**src/rtl/stencil_src_pkg.sv**
```systemverilog
// Shared types and constants for the stencil stream source.
package stencil_src_pkg;

  typedef enum logic [1:0] {
    ST_CONFIG = 2'd0,
    ST_STREAM = 2'd1,
    ST_DONE   = 2'd2
  } state_e;

  typedef enum logic {
    PAT_LFSR = 1'b0,
    PAT_RAMP = 1'b1
  } pattern_e;

  localparam int          PIX_W         = 16;
  // Feedback taps at bits 15, 13, 12 and 10.
  localparam logic [15:0] LFSR_TAP_MASK = 16'hB400;
  localparam logic [15:0] DEFAULT_SEED  = 16'hACE1;

endpackage

```
**src/rtl/stencil_lfsr16.sv**
```systemverilog
// One combinational step of the 16-bit Fibonacci LFSR.
module stencil_lfsr16
  import stencil_src_pkg::*;
(
  input  logic [15:0] cur_i,
  output logic [15:0] next_o
);

  // Shift left and feed the XOR of the tapped bits back into bit 0.
  assign next_o = {cur_i[14:0], ^(cur_i & LFSR_TAP_MASK)};

endmodule

```
**src/rtl/stencil_stream_source.sv**
```systemverilog
// Zero-latency pixel stream source: config hold-off, then one frame of
// LFSR or ramp pixels popped by the consumer, then idle until flush/reset.
module stencil_stream_source
  import stencil_src_pkg::*;
#(
  parameter int          IMG_W         = 64,
  parameter int          IMG_H         = 64,
  parameter int          CONFIG_CYCLES = 409,
  parameter int          PATTERN       = 0,
  parameter logic [15:0] SEED          = DEFAULT_SEED
) (
  input  logic        clk,
  input  logic        rst_n,
  input  logic        flush,
  input  logic        hw_input_stencil_op_hcompute_hw_input_global_wrapper_stencil_read_en,
  output logic [15:0] hw_input_stencil_op_hcompute_hw_input_global_wrapper_stencil_read,
  output logic        ready,
  output logic        frame_done,
  output logic        protocol_err,
  output logic [31:0] pixel_count
);

  localparam int          COL_W    = (IMG_W > 1) ? $clog2(IMG_W) : 1;
  localparam int          ROW_W    = (IMG_H > 1) ? $clog2(IMG_H) : 1;
  localparam logic [COL_W-1:0] COL_LAST = COL_W'(IMG_W - 1);
  localparam logic [ROW_W-1:0] ROW_LAST = ROW_W'(IMG_H - 1);
  localparam logic [31:0] CFG_LAST = (CONFIG_CYCLES == 0) ? 32'd0 : 32'(CONFIG_CYCLES - 1);
  localparam logic [15:0] PIX_INIT = (PATTERN == int'(PAT_RAMP)) ? 16'h0000 : SEED;

  state_e           state_q, state_d;
  logic [31:0]      cfg_cnt_q, cfg_cnt_d;
  logic [COL_W-1:0] col_q, col_d;
  logic [ROW_W-1:0] row_q, row_d;
  logic [15:0]      pix_q, pix_d;
  logic [31:0]      cnt_q, cnt_d;
  logic             ready_q, ready_d;
  logic             done_q, done_d;
  logic             perr_q, perr_d;
  logic [15:0]      lfsr_next;
  logic             rd_en;

  assign rd_en = hw_input_stencil_op_hcompute_hw_input_global_wrapper_stencil_read_en;

  stencil_lfsr16 u_lfsr (
    .cur_i  (pix_q),
    .next_o (lfsr_next)
  );

  // Next-state logic: flush overrides everything, pops only count in STREAM.
  always_comb begin
    state_d   = state_q;
    cfg_cnt_d = cfg_cnt_q;
    col_d     = col_q;
    row_d     = row_q;
    pix_d     = pix_q;
    cnt_d     = cnt_q;
    perr_d    = perr_q;
    if (flush) begin
      state_d = ST_STREAM;
      col_d   = '0;
      row_d   = '0;
      cnt_d   = '0;
      pix_d   = PIX_INIT;
      perr_d  = 1'b0;
    end else begin
      case (state_q)
        ST_CONFIG: begin
          if (rd_en) perr_d = 1'b1;
          if (CONFIG_CYCLES == 0 || cfg_cnt_q == CFG_LAST) state_d = ST_STREAM;
          else                                             cfg_cnt_d = cfg_cnt_q + 32'd1;
        end
        ST_STREAM: begin
          if (rd_en) begin
            cnt_d = (cnt_q == 32'hFFFF_FFFF) ? cnt_q : cnt_q + 32'd1;
            pix_d = (PATTERN == int'(PAT_RAMP)) ? cnt_d[15:0] : lfsr_next;
            if (col_q == COL_LAST) begin
              col_d = '0;
              if (row_q == ROW_LAST) begin
                row_d   = '0;
                state_d = ST_DONE;
              end else begin
                row_d = row_q + 1'b1;
              end
            end else begin
              col_d = col_q + 1'b1;
            end
          end
        end
        ST_DONE: begin
          if (rd_en) perr_d = 1'b1;
        end
        default: state_d = ST_CONFIG;
      endcase
    end
  end

  assign ready_d = (state_d == ST_STREAM);
  assign done_d  = (state_d == ST_DONE);

  // State and registered status outputs.
  always_ff @(posedge clk or negedge rst_n) begin
    if (!rst_n) begin
      state_q   <= ST_CONFIG;
      cfg_cnt_q <= '0;
      col_q     <= '0;
      row_q     <= '0;
      pix_q     <= PIX_INIT;
      cnt_q     <= '0;
      ready_q   <= 1'b0;
      done_q    <= 1'b0;
      perr_q    <= 1'b0;
    end else begin
      state_q   <= state_d;
      cfg_cnt_q <= cfg_cnt_d;
      col_q     <= col_d;
      row_q     <= row_d;
      pix_q     <= pix_d;
      cnt_q     <= cnt_d;
      ready_q   <= ready_d;
      done_q    <= done_d;
      perr_q    <= perr_d;
    end
  end

  // Pixel register is exposed directly so data is valid in the pop cycle.
  assign hw_input_stencil_op_hcompute_hw_input_global_wrapper_stencil_read =
    (state_q == ST_STREAM) ? pix_q : 16'h0000;

  assign ready        = ready_q;
  assign frame_done   = done_q;
  assign protocol_err = perr_q;
  assign pixel_count  = cnt_q;

endmodule

```
**config.mk**
```make
export PLATFORM = sky130hd
export DESIGN_NAME = stencil_stream_source
export DESIGN_NICKNAME = d
export VERILOG_FILES = /design/src/rtl/stencil_src_pkg.sv /design/src/rtl/stencil_lfsr16.sv /design/src/rtl/stencil_stream_source.sv
export SDC_FILE = /design/constraint.sdc
export NUM_CORES = 1
export LEC_CHECK = 0
export CAP_MARGIN = 25
export CORE_ASPECT_RATIO = 0.75
export CORE_MARGIN = 2
export CORE_UTILIZATION = 55
export CTS_CLUSTER_SIZE = 24
export DETAILED_ROUTE_END_ITERATION = 10
export PLACE_DENSITY = 0.78
export SKIP_CTS_REPAIR_TIMING = 1
export SLEW_MARGIN = 30
export SYNTH_ARGS = -nofsm -noshare
export SYNTH_HDL_FRONTEND = slang
export SYNTH_SLANG_ARGS = --single-unit
```
**constraint.sdc**
```tcl
create_clock -name clk -period 4.29 [get_ports clk]
set_clock_uncertainty 0.1 [all_clocks]
set_input_delay 0.858 -clock clk [delete_from_list [all_inputs] [get_ports clk]]
set_output_delay 0.858 -clock clk [all_outputs]
set_load 0.02 [all_outputs]
```
**Word level (Yosys, flattened, before mapping)**

Index checks and enable logic that the tools add are counted.

- Word-level logic and storage cells: 62
- Output and inout port bits: 51
- Input bits: 4
- Bits in registers: 97

- Bitwise logic cells: 2
- Add/sub/neg operators: 4
- Reduce and logical (&&, ||, !) cells: 12
- Multiplexer cells: 26
- Equal/unequal tests: 9

Operators by type and width:

| operator | count |
|---|---|
| 2-to-1 mux 32 bit | 4 |
| adder 32 x 1 -> 32 bit (second input constant) | 2 |
| 2-to-1 mux 16 bit | 4 |
| 2-to-1 mux 6 bit | 9 |
| == test 32 bit (second input constant) | 1 |
| == test 32 x 9 -> 1 bit (second input constant) | 1 |
| parity 16 bit | 1 |
| adder 6 x 1 -> 6 bit (second input constant) | 2 |
| == test 6 bit (second input constant) | 2 |
| 2-to-1 mux 2 bit | 5 |
| AND reduction 3 bit | 3 |
| nonzero test 2 bit | 4 |
| one-hot mux 2 bit (3 select lines) | 1 |
| == test 2 x 1 -> 1 bit (second input constant) | 2 |
| == test 2 bit (second input constant) | 2 |
| AND reduction 2 bit | 2 |
| 2-to-1 mux 1 bit | 3 |
| logical NOT 2 bit | 1 |
| inequality test 2 bit (second input constant) | 1 |
| inverter 1 bit | 2 |
| OR reduction 2 bit | 1 |

**Logic depth before layout (Yosys ltp)**

- Depth in word-level cells: 7
- Depth in mapped cells: 9
- Depth with buffers taken out: 7

**Cells and area by module**

From an unflattened synthesis, not the netlist that was laid out.

- Cell total of the unflattened synthesis: 536
- Area total of the unflattened synthesis: 5082.4 um^2

Modules (own cells, without submodules):

| module | area an instance (um^2) | seq. area each (um^2) | instances | cells an instance |
|---|---|---|---|---|
| stencil_stream_source | 4943.5 | 2437.3 | 1 | 518 |
| stencil_lfsr16 | 138.9 | 0.0 | 1 | 18 |

**Worst setup path before layout**

No wires, ideal clock.

- Kind: reg2reg
- Start: register cnt_q[0] (netlist: pixel_count[0])
- End: register cnt_q[5] (netlist: pixel_count[5])
- Slack: 1.781 ns
- Data required time: 4.065 ns
- Path buffers: 1
- Arrival: 2.284 ns
- Clock period less this slack: 2.509 ns
- Cell stages (with the launch flop): 8
- Library setup time: 0.125 ns
- Cells stage by stage: dfrtp_1 -> ha_1 -> nand4_2 -> or4_1 -> buf_4 -> o31ai_4 -> nor3_1 -> mux2_4

- Word-level cells in the longest chain between the ends: 5
- Elaborated cells on any way between the ends: 8
- Those cells by class: 1 x add/sub; 2 x eq/ne; 4 x mux; 1 x reduce/logical

Ends and longest elaborated chain:

| what | RTL line | RTL |
|---|---|---|
| start: declaration | stencil_stream_source.sv:35 | `logic [31:0] cnt_q, cnt_d;` |
| start signal: assignment | stencil_stream_source.sv:118 | `cnt_q <= cnt_d;` |
| adder 32 x 1 -> 32 bit | stencil_stream_source.sv:74 | `cnt_d = (cnt_q == 32'hFFFF_FFFF) ? cnt_q : cnt_q + 32'd1;` |
| 2-to-1 mux 32 bit | stencil_stream_source.sv:74 |  |
| 2-to-1 mux 32 bit | stencil_stream_source.sv:73 | `if (rd_en) begin` |
| 2-to-1 mux 32 bit | stencil_stream_source.sv:66 | `case (state_q)` |
| 2-to-1 mux 32 bit | stencil_stream_source.sv:58 | `if (flush) begin` |

Several ways; a longest one is shown, not always the timed one. The select of a mux whose other input is x is not followed.
A chain may end at the register's enable or synchronous reset.

**Final worst setup path**

- Start: register state_q[0]
- End: output port hw_input_stencil_op_hcompute_hw_input_global_wrapper_stencil_read[3]

- Word-level cells in the longest chain between the ends: 2

Ends and longest elaborated chain:

| what | RTL line | RTL |
|---|---|---|
| start: declaration | stencil_stream_source.sv:30 | `state_e state_q, state_d;` |
| start signal: assignment | stencil_stream_source.sv:113 | `state_q <= state_d;` |
| == test 2 x 1 -> 1 bit | stencil_stream_source.sv:127 | `(state_q == ST_STREAM) ? pix_q : 16'h0000;` |
| 2-to-1 mux 16 bit | stencil_stream_source.sv:127 |  |
| end: declaration | stencil_stream_source.sv:16 | `output logic [15:0] hw_input_stencil_op_hcompute_hw_input_global_wrapper_stencil_read,` |

Every way passes these cells.

==> impl_metrics.toml <==
[placement]
io_buffers = 54
place_ws_ns = 1.197
place_congestion = 0.8471
hpwl_um = 8101

[detailed_routing]
dr_wl_met3_um = 800
num_vias = 4262
first_iter_violations = 355
detail_route.wl_per_cell_um = 16.71
postRouteAntennaNets = 0
routed_wl_um = 11760
top_layer_used = "met4"
vias_per_cell = 6.054
wl_met1_um = 5457
wl_met2_um = 5373
drc = 0
first_pass_iters = 5

[critical_path]
critical_path.slowest_cell = "nor2_1"
cp.depth = 4
end_kind = "primary output"
crit_arrival_ns = 2.34
worstPathRequired_ns = 3.33
crit_family = "simple AND/OR/NAND/NOR gates"
startpoint_type = "flop"
critPathKind = "reg -> out"
path_cells = "inv_1 > nor2_1 > and2_1 > clkdlybuf4s50_1"
crit_path_max_incr_delay_ns = 0.62
cp_num_buf_inv = 2
critPathMaxFanout = 17
r2r_cells = 6

[synthesis]
synthAdderAreaFrac = 0.01230
synth_cells = 537
ys_seq_area_frac = 0.4791
synth_top_family_by_area = "simple AND/OR/NAND/NOR gates"
yosysUniqueCellTypes = 54
syn_nets = 546
yosys.area_share.xor_xnor = 0.07919
synthArstFlopShare = 1.000
synthSimpleGateAreaFrac = 0.3028
avgSynthCellArea_um2 = 9.474
synthFlopType = "dfrtp_1"
synth_top_cell_area_share = 0.4378
ys_top_cells_by_area = "dfrtp_1 44%, nand2_1 5.0%, xnor2_1 5.0%, dfstp_2 4.1%, nor2_1 3.6%"
synthMuxAreaShare = 0.02263
synth_compound_area_frac = 0.08165
yosysWarnings = 0
syn_area_um2 = 5087
synth_edf_count = 0
synth_seq_cells = 97
yosysTopAreaCell = "dfrtp_1"

[die]
io_pins = 55
initial_core_util = 0.5647
die_area_um2 = 10040
rows = 30
coreArea_um2 = 9009
die_w_um = 115.1
die_h_um = 87.29

[finish]
regArea_um2 = 2437
nets = 596
nFillCells = 718
final_cell_mix = "89 x dfrtp_1, 68 x nand2_1, 52 x clkdlybuf4s50_1, 49 x nor2_1, 31 x a21oi_1"
drive_gt1_frac = 0.08277
area_growth_pct = 18.40
final_common_cell = "dfrtp_1"
multiInputGateArea_um2 = 2536
antennaDiodeCount = 0

[global_route]
grt_antenna_before_repair = 0
grt_pass1_vias = 3933
grt_max_degree = 66
grt_pass1_wl_um = 19470
grt_usage = 0.2456
overflow = 0

[cts]
clkSinkCount = 97
numCtsBuffers = 9
clock_path_buffers = 2
path_clk_slew_ns = 0.07
clockRootBuffer = "clkbuf_16"
htreeDepth = 3
clk_latency_ns = 0.35
cts_tree = "yes"

[timing]
drv_slew = 0
hold_viol = 0
rsz0062_at_grt = "false"
maxSlewHeadroom = 0.4569
fin_ws_ns = 0.9887
setup_viol = 0
clock.fmax_mhz = 302.9
finalSetupTns_ns = 0
tightest_slew_ns = 0.8085
finalCriticalPeriod_ns = 3.301
fin_crit_sh = 0.7695

[flow_run]
maxCapViolations = 0

[power]
vdd_drop_max_mv = 0.2636
powerDensity_nw_per_um2 = 319.7
power_leakage_nw = 2.474

[hold_path]
hold_depth = 1
worst_hold_path_type = "reg -> reg"

[run_status]
status = "finished, final reports clean"
-- state kept, by name (all words and copies together), names as in the netlist --
register,flops
cfg_cnt_q,32
ready,1
protocol_err,1
frame_done,1
state_q,2
pix_q,16
row_q,6
pixel_count,32
col_q,6
-- synth_stat cells, drive strengths merged (5+ instances only) --
cell    instances
dfrtp          89
nand2          68
nor2           49
a21oi          31
xnor2          29
nand4          28
nand3          27
and2           20
nor3           19
xor2           17
clkbuf         15
and3           12
nor4           12
o21ai          12
nor2b          10
mux2            9
nand3b          9
dfstp           8
inv             7
or3             7
or4             7
and4            6
buf             6
nand2b          6
ha              5
o31ai           5
-- final timing paths --
kind | slack (ns) | startpoint | endpoint
worst min-delay path | 0.39 | cfg_cnt_q[31]$_DFFE_PN0P_ | cfg_cnt_q[31]$_DFFE_PN0P_
max in group asynchronous | 2.78 | rst_n | pix_q[7]$_DFFE_PN1P_
worst max register to register | 1.31 | pixel_count[0]$_DFFE_PN0P_ | pixel_count[31]$_DFFE_PN0P_
min in group asynchronous | 0.45 | rst_n | cfg_cnt_q[17]$_DFFE_PN0P_
worst max-delay path | 0.99 | state_q[0]$_DFF_PN0_ | primary output
worst min register to register | 0.39 | cfg_cnt_q[31]$_DFFE_PN0P_ | cfg_cnt_q[31]$_DFFE_PN0P_
-- per-stage QoR --
step	total power [mW]	instances	cell area (µm²)	hold WS, ns	util
after global routing	1.990	704	6023	0.4082	0.6686
after CTS	1.938	704	6023	0.3852	0.6686
after floorplan	1.054	537	5087	0.3429	-
after global placement	1.117	688	5718	0.3686	0.6347
after detailed placement	1.121	688	5718	0.3646	0.6347
final	1.926	704	6023	0.3879	0.6686
-- report_power, final --
part	internal [mW]	total, mW	switching (mW)
combinational	0.0557	0.146	0.0901
sequential	0.938	0.959	0.0210
clock	0.472	0.821	0.349
-- cell families after synthesis --
kind of cell | after synthesis
and+or+nand+nor | 287
buffers and inverters | 28
xor gates and xnor gates | 46
DFF | 97
adders and majority gates | 5
muxes | 10
AOI/OAI and AO/OA | 64
-- worst reg2reg max path, cell delays in order (launching register included) --
cell and delay [ns]:
dfrtp_1 0.49, ha_1 0.25, nand4_2 0.22, nor4_2 0.64, and3_1 0.70, nor4b_2 0.13, mux2_1 0.34
-- metal layers --
layer | global-route usage | up-vias
li1 | - | 2010
met1 | 0.3606 | 2076
met2 | 0.3615 | 163
met3 | 0.06193 | 13
met4 | 0.07119 | 0
met5 | 0 | -
-- area by class of cell --
| cell class | count | area share |
|---|---|---|
| clock buffers | 11 | 0.04030 |
| clock inverters | 5 | 0.01039 |
| inverters | 7 | 0.004362 |
| multi-input cells | 412 | 0.4211 |
| flip-flops and latches | 97 | 0.4047 |
| well taps | 112 | 0.02327 |
| repair buffers | 60 | 0.09597 |
(Power assumes the default switching activity.)
